File: src/rtl/icap_pkg.sv
`default_nettype none
// ============================================================================
// Module      : icap_pkg
// Description : ICAP command words, controller state encoding and the
//               warm-boot / desync word tables shared by icap_seq.
// Revision    : 1.0 - initial release
// ============================================================================
package icap_pkg;

  localparam logic [31:0] ICAP_DUMMY      = 32'hFFFF_FFFF;
  localparam logic [31:0] ICAP_SYNC       = 32'hAA99_5566;
  localparam logic [31:0] ICAP_NOOP       = 32'h2000_0000;
  localparam logic [31:0] ICAP_WR_WBSTAR  = 32'h3002_0001;
  localparam logic [31:0] ICAP_WR_CMD     = 32'h3000_8001;
  localparam logic [31:0] ICAP_CMD_IPROG  = 32'h0000_000F;
  localparam logic [31:0] ICAP_CMD_DESYNC = 32'h0000_000D;

  typedef logic [2:0] state_t;

  localparam state_t ST_IDLE = 3'd0;
  localparam state_t ST_GAP  = 3'd1;
  localparam state_t ST_SEQ  = 3'd2;
  localparam state_t ST_DONE = 3'd3;
  localparam state_t ST_TAIL = 3'd4;

  // Warm-boot word for a given slot; slot 4 carries the captured WBSTAR value.
  function automatic logic [31:0] seq_word(input logic [2:0] idx, input logic [31:0] wbstar);
    logic [31:0] w;
    case (idx)
      3'd0:    w = ICAP_DUMMY;
      3'd1:    w = ICAP_SYNC;
      3'd2:    w = ICAP_NOOP;
      3'd3:    w = ICAP_WR_WBSTAR;
      3'd4:    w = wbstar;
      3'd5:    w = ICAP_WR_CMD;
      3'd6:    w = ICAP_CMD_IPROG;
      default: w = ICAP_NOOP;
    endcase
    return w;
  endfunction

  function automatic logic [31:0] desync_word(input logic [1:0] idx);
    logic [31:0] w;
    case (idx)
      2'd0:    w = ICAP_WR_CMD;
      2'd1:    w = ICAP_CMD_DESYNC;
      default: w = ICAP_NOOP;
    endcase
    return w;
  endfunction

endpackage
`default_nettype wire

File: src/rtl/icap_seq_if.sv
`default_nettype none
// ============================================================================
// Module      : icap_seq_if
// Description : Host word stream (valid/ready handshake) into icap_seq.
// Revision    : 1.0 - initial release
// ============================================================================
interface icap_seq_if;
  logic        host_valid;
  logic [31:0] host_data;
  logic        host_ready;

  modport master (output host_valid, output host_data, input host_ready);
  modport slave  (input host_valid, input host_data, output host_ready);
endinterface
`default_nettype wire

File: src/rtl/icap_pacer.sv
`default_nettype none
// ============================================================================
// Module      : icap_pacer
// Description : Post-write idle gap counter, loaded with GAP on every ICAP
//               write and counting down to zero.
// Revision    : 1.0 - initial release
// ============================================================================
module icap_pacer #(
  parameter int GAP   = 0,
  parameter int GAP_W = 4
) (
  input  wire logic clk,
  input  wire logic rst_n,
  input  wire logic i_load,
  output logic      o_expired,
  output logic      o_last
);

  localparam logic [GAP_W-1:0] c_GAP_VAL = GAP_W'(GAP);

  logic [GAP_W-1:0] r_cnt;

  always_ff @(posedge clk or negedge rst_n) begin
    if (!rst_n) begin
      r_cnt <= '0;
    end else if (i_load) begin
      r_cnt <= c_GAP_VAL;
    end else if (r_cnt != '0) begin
      r_cnt <= r_cnt - GAP_W'(1);
    end
  end

  assign o_expired = (r_cnt == '0);
  // High in the final gap cycle so the owner can leave GAP exactly as the count hits zero.
  assign o_last    = (r_cnt == GAP_W'(1));

endmodule
`default_nettype wire

File: src/rtl/icap_seq.sv
`default_nettype none
// ============================================================================
// Module      : icap_seq
// Description : ICAP write-side controller arbitrating host words and the
//               IPROG warm-boot sequence, with optional automatic DESYNC tail
//               (enabled by defining ICAP_SEQ_DESYNC_EN).
// Revision    : 1.0 - initial release
// ============================================================================
module icap_seq
  import icap_pkg::*;
#(
  parameter int GAP   = 0,
  parameter int GAP_W = 4
) (
  input  wire logic        c,
  input  wire logic        rst_n,
  icap_seq_if.slave        i_host,
  input  wire logic        reboot,
  input  wire logic [31:0] reboot_addr,
  output logic             busy,
  output logic             icap_w,
  output logic [31:0]      icap_d
);

  localparam bit c_HAS_GAP = (GAP != 0);

  state_t      r_state;
  state_t      r_ret;
  logic [2:0]  r_idx;
  logic        r_pend;
  logic        r_run;
  logic [31:0] r_addr;
  logic        r_icap_w;
  logic [31:0] r_icap_d;

  logic        w_gap_zero;
  logic        w_gap_last;
  logic        w_host_ready;
  logic        w_accept;
  logic        w_take_reboot;
  logic        w_issue;
  logic [31:0] w_issue_data;

  icap_pacer #(
    .GAP   (GAP),
    .GAP_W (GAP_W)
  ) u_pacer (
    .clk       (c),
    .rst_n     (rst_n),
    .i_load    (w_issue),
    .o_expired (w_gap_zero),
    .o_last    (w_gap_last)
  );

  // r_run keeps ready low for the first cycle so the reset value of host_ready is 0.
  assign w_host_ready      = r_run && (r_state == ST_IDLE) && !r_pend && w_gap_zero;
  assign i_host.host_ready = w_host_ready;
  assign w_accept          = i_host.host_valid && w_host_ready;
  assign w_take_reboot     = reboot && !r_pend && (r_state != ST_DONE);

`ifdef ICAP_SEQ_DESYNC_EN
  logic       r_dirty;
  logic [4:0] r_idle;
  logic       w_start_tail;

  always_ff @(posedge c or negedge rst_n) begin
    if (!rst_n) begin
      r_dirty <= 1'b0;
      r_idle  <= '0;
    end else if (w_accept) begin
      r_dirty <= 1'b1;
      r_idle  <= '0;
    end else if (w_start_tail) begin
      r_dirty <= 1'b0;
    end else if (r_dirty && (r_idle != 5'd16)) begin
      r_idle  <= r_idle + 5'd1;
    end
  end

  assign w_start_tail = r_dirty && (r_idle == 5'd16) && (r_state == ST_IDLE) && !r_pend && w_gap_zero;
`endif

  always_comb begin
    w_issue      = 1'b0;
    w_issue_data = r_icap_d;
    case (r_state)
      ST_IDLE: begin
        if (w_accept) begin
          w_issue      = 1'b1;
          w_issue_data = i_host.host_data;
        end
      end
      ST_SEQ: begin
        w_issue      = 1'b1;
        w_issue_data = seq_word(r_idx, r_addr);
      end
`ifdef ICAP_SEQ_DESYNC_EN
      ST_TAIL: begin
        w_issue      = 1'b1;
        w_issue_data = desync_word(r_idx[1:0]);
      end
`endif
      default: ;
    endcase
  end

  always_ff @(posedge c or negedge rst_n) begin
    if (!rst_n) begin
      r_state  <= ST_IDLE;
      r_ret    <= ST_IDLE;
      r_idx    <= '0;
      r_pend   <= 1'b0;
      r_run    <= 1'b0;
      r_addr   <= '0;
      r_icap_w <= 1'b0;
      r_icap_d <= '0;
    end else begin
      r_run    <= 1'b1;
      r_icap_w <= w_issue;
      if (w_issue) begin
        r_icap_d <= w_issue_data;
      end
      // pend stays set through SEQ and DONE, so later requests cannot overwrite the address.
      if (w_take_reboot) begin
        r_pend <= 1'b1;
        r_addr <= reboot_addr;
      end
      case (r_state)
        ST_IDLE: begin
          if (w_accept) begin
            if (c_HAS_GAP) begin
              r_state <= ST_GAP;
              r_ret   <= ST_IDLE;
            end
          end else if (r_pend && w_gap_zero) begin
            r_state <= ST_SEQ;
            r_idx   <= '0;
          end
`ifdef ICAP_SEQ_DESYNC_EN
          else if (w_start_tail) begin
            r_state <= ST_TAIL;
            r_idx   <= '0;
          end
`endif
        end
        ST_GAP: begin
          if (w_gap_last) begin
            r_state <= r_ret;
          end
        end
        ST_SEQ: begin
          r_idx <= r_idx + 3'd1;
          if (r_idx == 3'd7) begin
            r_state <= ST_DONE;
          end else if (c_HAS_GAP) begin
            r_state <= ST_GAP;
            r_ret   <= ST_SEQ;
          end
        end
`ifdef ICAP_SEQ_DESYNC_EN
        ST_TAIL: begin
          r_idx <= r_idx + 3'd1;
          if (r_idx == 3'd3) begin
            if (c_HAS_GAP) begin
              r_state <= ST_GAP;
              r_ret   <= ST_IDLE;
            end else begin
              r_state <= ST_IDLE;
            end
          end else if (c_HAS_GAP) begin
            r_state <= ST_GAP;
            r_ret   <= ST_TAIL;
          end
        end
`endif
        ST_DONE: ;
        default: r_state <= ST_IDLE;
      endcase
    end
  end

  assign busy   = r_pend || (r_state == ST_SEQ) || (r_state == ST_DONE);
  assign icap_w = r_icap_w;
  assign icap_d = r_icap_d;

endmodule
`default_nettype wire

File: src/flat_wrapper.sv
// flat-port wrapper written by rule: the top's interface ports become plain ports
module icap_seq_flat import icap_pkg::*;
#(
  parameter int GAP   = 0,
  parameter int GAP_W = 4
)
  (c, rst_n, reboot, reboot_addr, busy, icap_w, icap_d, i_host_host_valid, i_host_host_data, i_host_host_ready);
  icap_seq_if i_host_i ();
  input  wire logic c;
  input  wire logic rst_n;
  input  wire logic reboot;
  input  wire logic [31:0] reboot_addr;
  output logic busy;
  output logic icap_w;
  output logic [31:0] icap_d;
  input wire logic [$bits(i_host_i.host_valid)-1:0] i_host_host_valid;
  input wire logic [$bits(i_host_i.host_data)-1:0] i_host_host_data;
  output wire logic [$bits(i_host_i.host_ready)-1:0] i_host_host_ready;
  assign i_host_i.host_valid = i_host_host_valid;
  assign i_host_i.host_data = i_host_host_data;
  assign i_host_host_ready = i_host_i.host_ready;
  icap_seq #(.GAP(GAP), .GAP_W(GAP_W)) u_core (.c(c), .rst_n(rst_n), .i_host(i_host_i), .reboot(reboot), .reboot_addr(reboot_addr), .busy(busy), .icap_w(icap_w), .icap_d(icap_d));
endmodule
File: config.mk
export PLATFORM = sky130hd
export DESIGN_NAME = icap_seq_flat
export DESIGN_NICKNAME = d
export VERILOG_FILES = /design/src/rtl/icap_pkg.sv /design/src/rtl/icap_seq_if.sv /design/src/rtl/icap_pacer.sv /design/src/rtl/icap_seq.sv /design/src/flat_wrapper.sv
export SDC_FILE = /design/constraint.sdc
export NUM_CORES = 1
export LEC_CHECK = 0
export CAP_MARGIN = 20
export CORE_UTILIZATION = 45
export CTS_CLUSTER_SIZE = 12
export DETAILED_ROUTE_END_ITERATION = 12
export DONT_BUFFER_PORTS = 1
export SETUP_SLACK_MARGIN = 0.2
export SYNTH_ARGS = -nofsm -noshare
export SYNTH_HDL_FRONTEND = slang
export SYNTH_SLANG_ARGS = --single-unit
export TNS_END_PERCENT = 5
File: constraint.sdc
create_clock -name c -period 5.57 [get_ports c]
set_clock_uncertainty 0.1 [all_clocks]
set_input_delay 0.8355 -clock c [delete_from_list [all_inputs] [get_ports c]]
set_output_delay 0.8355 -clock c [all_outputs]
set_load 0.01 [all_outputs]
Word-level counts from Yosys, hierarchy flattened. Index checks and enable logic that the tools add are counted.

Register bits after elaboration: 77. Output and inout port bits: 35. Word-level logic and storage cells: 61.

Add/subtract/negate cells: 2. Equality and inequality tests: 16. Mux-type cells: 15. Bitwise logic cells: 1. Reduce and logical (&&, ||, !) cells: 19.

Operators with widths (number): case mux 32 bit (6 select lines) (1); case mux 32 bit (2 select lines) (1); two-way mux 32 bit (1); two-way mux 3 bit (6); == test 3 bit (second input constant) (4); case mux 3 bit (4 select lines) (1); == test 3 x 2 -> 1 bit (second input constant) (3); two-way mux 4 bit (2); logical AND 1 bit (7); == test 3 x 1 -> 1 bit (second input constant) (2); logical NOT 3 bit (2); != test 2 bit (second input constant) (3); case mux 3 bit (2 select lines) (1); AND reduction 3 bit (2); AND reduction 5 bit (1); == test 4 x 1 -> 1 bit (second input constant) (1); logical NOT 4 bit (1); != test 2 x 1 -> 1 bit (second input constant) (2); nonzero test 2 bit (2); nonzero test 4 bit (1); subtractor 4 x 1 -> 4 bit (second input constant) (1); adder 3 x 1 -> 3 bit (second input constant) (1); != test 3 x 2 -> 1 bit (second input constant) (1); logical OR 1 bit (2); 4 further kinds (4).

Logic depth before layout (Yosys ltp).
Word-level depth: 8. Depth in mapped cells: 8.

Cells and area by module. A second synthesis with hierarchy kept.

Cells, all modules: 343. Area, all modules: 3851.2 µm².

By module, submodules not included: icap_seq (instances 1, cells an instance 319, area an instance 3603.5 µm², seq. area each 1801.7 µm²); icap_pacer (instances 1, cells an instance 24, area an instance 247.7 µm², seq. area each 100.1 µm²).

Least setup slack after synthesis. No wires, ideal clock.

Kind: reg2out. Start point: reg u_core.u_pacer.r_cnt[0]. End point: out i_host_host_ready. Arrival: 1.230 ns. Path slack: 3.405 ns. Cell stages (with the launch flop): 6. Buffers on the path: 0. Cells stage by stage: dfrtp_1 -> inv_1 -> ha_1 -> nor4b_4 -> nand2_1 -> nor2_1.

Word-level cells in the longest chain between the ends: 2.

RTL lines: start: declaration (RTL line icap_pacer.sv:21) `logic [GAP_W-1:0] r_cnt;`; start signal: assignment (RTL line icap_pacer.sv:27) `r_cnt <= c_GAP_VAL;`; start signal: assignment (RTL line icap_pacer.sv:29) `r_cnt <= r_cnt - GAP_W'(1);`; logical NOT 4 bit (RTL line icap_pacer.sv:33) `assign o_expired = (r_cnt == '0);`; logical AND 1 bit (RTL line icap_seq.sv:56) `assign w_host_ready = r_run && (r_state == ST_IDLE) && !r_pend && w_gap_zero;`; end: declaration (RTL line flat_wrapper.sv:18) `output wire logic [$bits(i_host_i.host_ready)-1:0] i_host_host_ready;`.

No other way between the ends.

Worst setup path in the final report. Same ends and word-level chain as after synthesis.

==> impl_metrics.yaml <==
placement:
  place.gp.congestion: 0.777
  hpwl_mm: 5.21
  dp_cells: 411
  io_buffers: 0
clock_tree:
  hold_buffers: 0
  cts_tree: "done"
  clkSinkCount: 76
  clockBufferDepth: 2
  clk_latency_ns: 0.35
  htreeDepth: 3
  cts_resized: 0
  cts_buffers: 9
  path_clk_slew_ns: 0.07
  root_buffer: "clkbuf_8"
  post_cts_buffers: 0
global_routing:
  grt_pass1_wl_mm: 12.4
  antenna_found_initial: 0
  grt_max_degree: 77
  track_usage_pct: 19.5
  grt-ovfl-total: 0
  first_global_vias: 2334
pwr:
  powerDensity_nw_per_um2: 574
  p_leak_nw: 1.69
  ir_worst_vdd_mv: 0.255
timing:
  hold_viol: 0
  min_period_over_period_pct: 48.6
  slew_headroom_pct: 30.6
  finalCriticalPeriod_ns: 2.71
  max_freq_mhz: 369
  maxSlewViolCount: 0
  rsz0062_at_grt: "no"
  setup_viol_count_final: 0
  worst_pin_slew_ns: 1.04
  tns_ns: 0
critical_path:
  critPathArrivalTime_ns: 1.77
  crit_path_start: "u_core.u_pacer.r_cnt[0]$_DFFE_PN0P_"
  critical-path-top-delay-family: "simple AND/OR/NAND/NOR gates"
  crit_slowest_cell: "dfrtp_1"
  cp_cell_sequence: "inv_1 -> ha_1 -> nor4b_4 -> nand2_1 -> nor2_1"
  cp-end-kind: "output port"
  slowest_delay_ns: 0.43
  path_class: "flip-flop to output port"
  worstSetupStartpointType: "flip-flop"
  r2r-start: "u_core.u_pacer.r_cnt[0]$_DFFE_PN0P_"
  crit_buf_inv: 1
  critPathRequiredTime_ns: 4.63
  crit_fanout: 5
synth:
  synth-edff-count: 0
  netlist.area_leader.share_pct: 52.6
  synthSimpleGateAreaFrac_pct: 10.5
  synth-adder-area-share_pct: 2.77
  ys_async_sr_fraction_pct: 100
  ys_seq_area_share_pct: 52.6
  synth_top_family_by_area: "compound AO/OA/AOI/OAI gates"
  synth_compound_area_share_pct: 16.8
  synth.net_count: 403
  yosysWarningCount: 3
  synth_top_cell_by_area: "dfrtp_1"
  synth_area_um2: 3620
  synth.avg_cell_area_um2: 11.1
  synthMuxAreaShare_pct: 10.8
  synth_xor_xnor_area_share_pct: 0.484
  synth.most_common_cell: "dfrtp_1"
  yosys-top-cells-area: "dfrtp_1, mux2_2, a221oi_1"
  ys.flop_type: "dfrtp_1"
  synth_cells: 327
  synth_cell_types: 41
  synth_common_cells: "dfrtp_1, mux2_2, nand2_1, inv_1, nor2_1"
  ys_ff_latch: 76
routing:
  viasPerCell: 5.54
  wirelength_mm: 7.67
  drt_iter0_markers: 133
  drc_errors: 0
  antenna_left: 0
  drt-pass1-iter-count: 4
  vias: 2360
  wl_per_cell_um: 18.0
floorplanning:
  die_area_um2: 8400
  die_x_um: 91.7
  die_y_um: 91.7
  ioPinCount: 103
  coreArea_um2: 7770
  fp-row-count: 32
  start_util_pct: 46.6
finish:
  syn_to_final_growth_pct: 7.02
  fin_cells: 426
  num-fill-cells: 729
  fin_util_pct: 49.8
  multi_input_area_um2: 1500
  drive_gt1_share_pct: 17.9
  nets: 396
  antenna_cells: 0
  seqCellArea_um2: 1900
run:
  maxCapViolations: 0
min_path:
  hp-class: "input port to async pin"
status:
  status: "finished clean"
## registers in the layout (all words and copies together), names as in the netlist
name and flops:
u_core.icap_d 32, u_core.icap_w 1, u_core.r_addr 32, u_core.r_idx 3, u_core.r_pend 1, u_core.r_run 1
u_core.r_state 2, u_core.u_pacer.r_cnt 4
## worst reg2reg max path, delay by kind of cell, from the launching register on
kind | cells | cell delay, ns
AO/OA/AOI/OAI | 3 | 0.91
adder cells (fa/ha/maj) | 1 | 0.25
buffers and inverters | 2 | 0.53
flip-flops | 1 | 0.43
AND/OR/NAND/NOR | 1 | 0.17
## metal layers
layer	vias to the layer above	wire (um)	track usage [%]
met4	0	83	5.56
met5	-	0	0
li1	1142	-	-
met3	10	592	7.96
met2	73	3710	30.0
met1	1135	3290	25.4
## final cells by class
class,count,area share [%]
well taps,102,3.30
clock inverters,4,1.87
repair buffers,4,0.776
clock buffers,11,3.91
flip-flops and latches,76,49.1
inverters,23,2.23
multi-input cells,206,38.8
## where the power goes
group          total (mW)  leakage (nW)  switching (mW)  internal [mW]
clock network       0.468         0.111           0.195          0.274
registers            1.05         0.900           0.240          0.811
logic               0.705         0.682           0.390          0.314
## final timing paths
| kind | end | slack, ns | cells after the start |
|---|---|---|---|
| worst max register to register | u_core.icap_d[24]$_DFFE_PN0P_ | 3.13 | 7 |
| worst max-delay path | i_host_host_ready | 2.86 | 5 |
| worst min-delay path | u_core.u_pacer.r_cnt[0]$_DFFE_PN0P_ | 0.08 | 0 |
| worst min register to register | u_core.r_addr[18]$_DFFE_PN0P_ | 0.40 | 1 |
| max in group asynchronous | u_core.icap_d[25]$_DFFE_PN0P_ | 5.13 | 0 |
| min in group c | u_core.r_addr[18]$_DFFE_PN0P_ | 0.40 | 1 |
## cells by family (layout without fill, tap and decap cells)
kind of cell / after synthesis / in the layout
other: 1 / 1
and+or+nand+nor: 77 / 77
xor gates and xnor gates: 2 / 2
adders and majority gates: 8 / 8
DFF: 76 / 76
muxes: 35 / 35
AOI/OAI and AO/OA: 83 / 83
buffers and inverters: 45 / 42
## through the flow
step	setup slack (ns)	hold slack, ns	total power [mW]	instance area [um^2]
3_3_place_gp	3.17	0.383	1.76	3650
2_1_floorplan	3.40	0.372	1.63	3620
4_1_cts	2.83	0.0630	2.25	3870
6_report	2.86	0.0801	2.22	3870
5_1_grt	2.72	0.0561	2.39	3870
3_5_place_dp	3.14	0.390	1.78	3650
## cells in the final DEF, fill, tap and decap left out, types with 2 or more instances in the layout
cell type,netlist,final
a211o_1,2,2
a2bb2oi_1,3,3
inv_1,22,22
a221oi_1,13,13
a211oi_1,15,15
nand2_1,30,30
a311o_1,2,2
nor2b_1,3,3
bufinv_16,0,2
nand2b_1,13,13
o31ai_1,14,14
dfrtp_1,76,76
ha_1,8,8
a31oi_1,2,2
clkbuf_8,0,11
mux2i_1,2,2
mux2_2,33,33
o21ai_0,8,8
and3_1,2,2
a21oi_1,18,18
buf_4,2,4
nor2_1,21,21
Note: power is estimated with default switching activity, not from simulation.
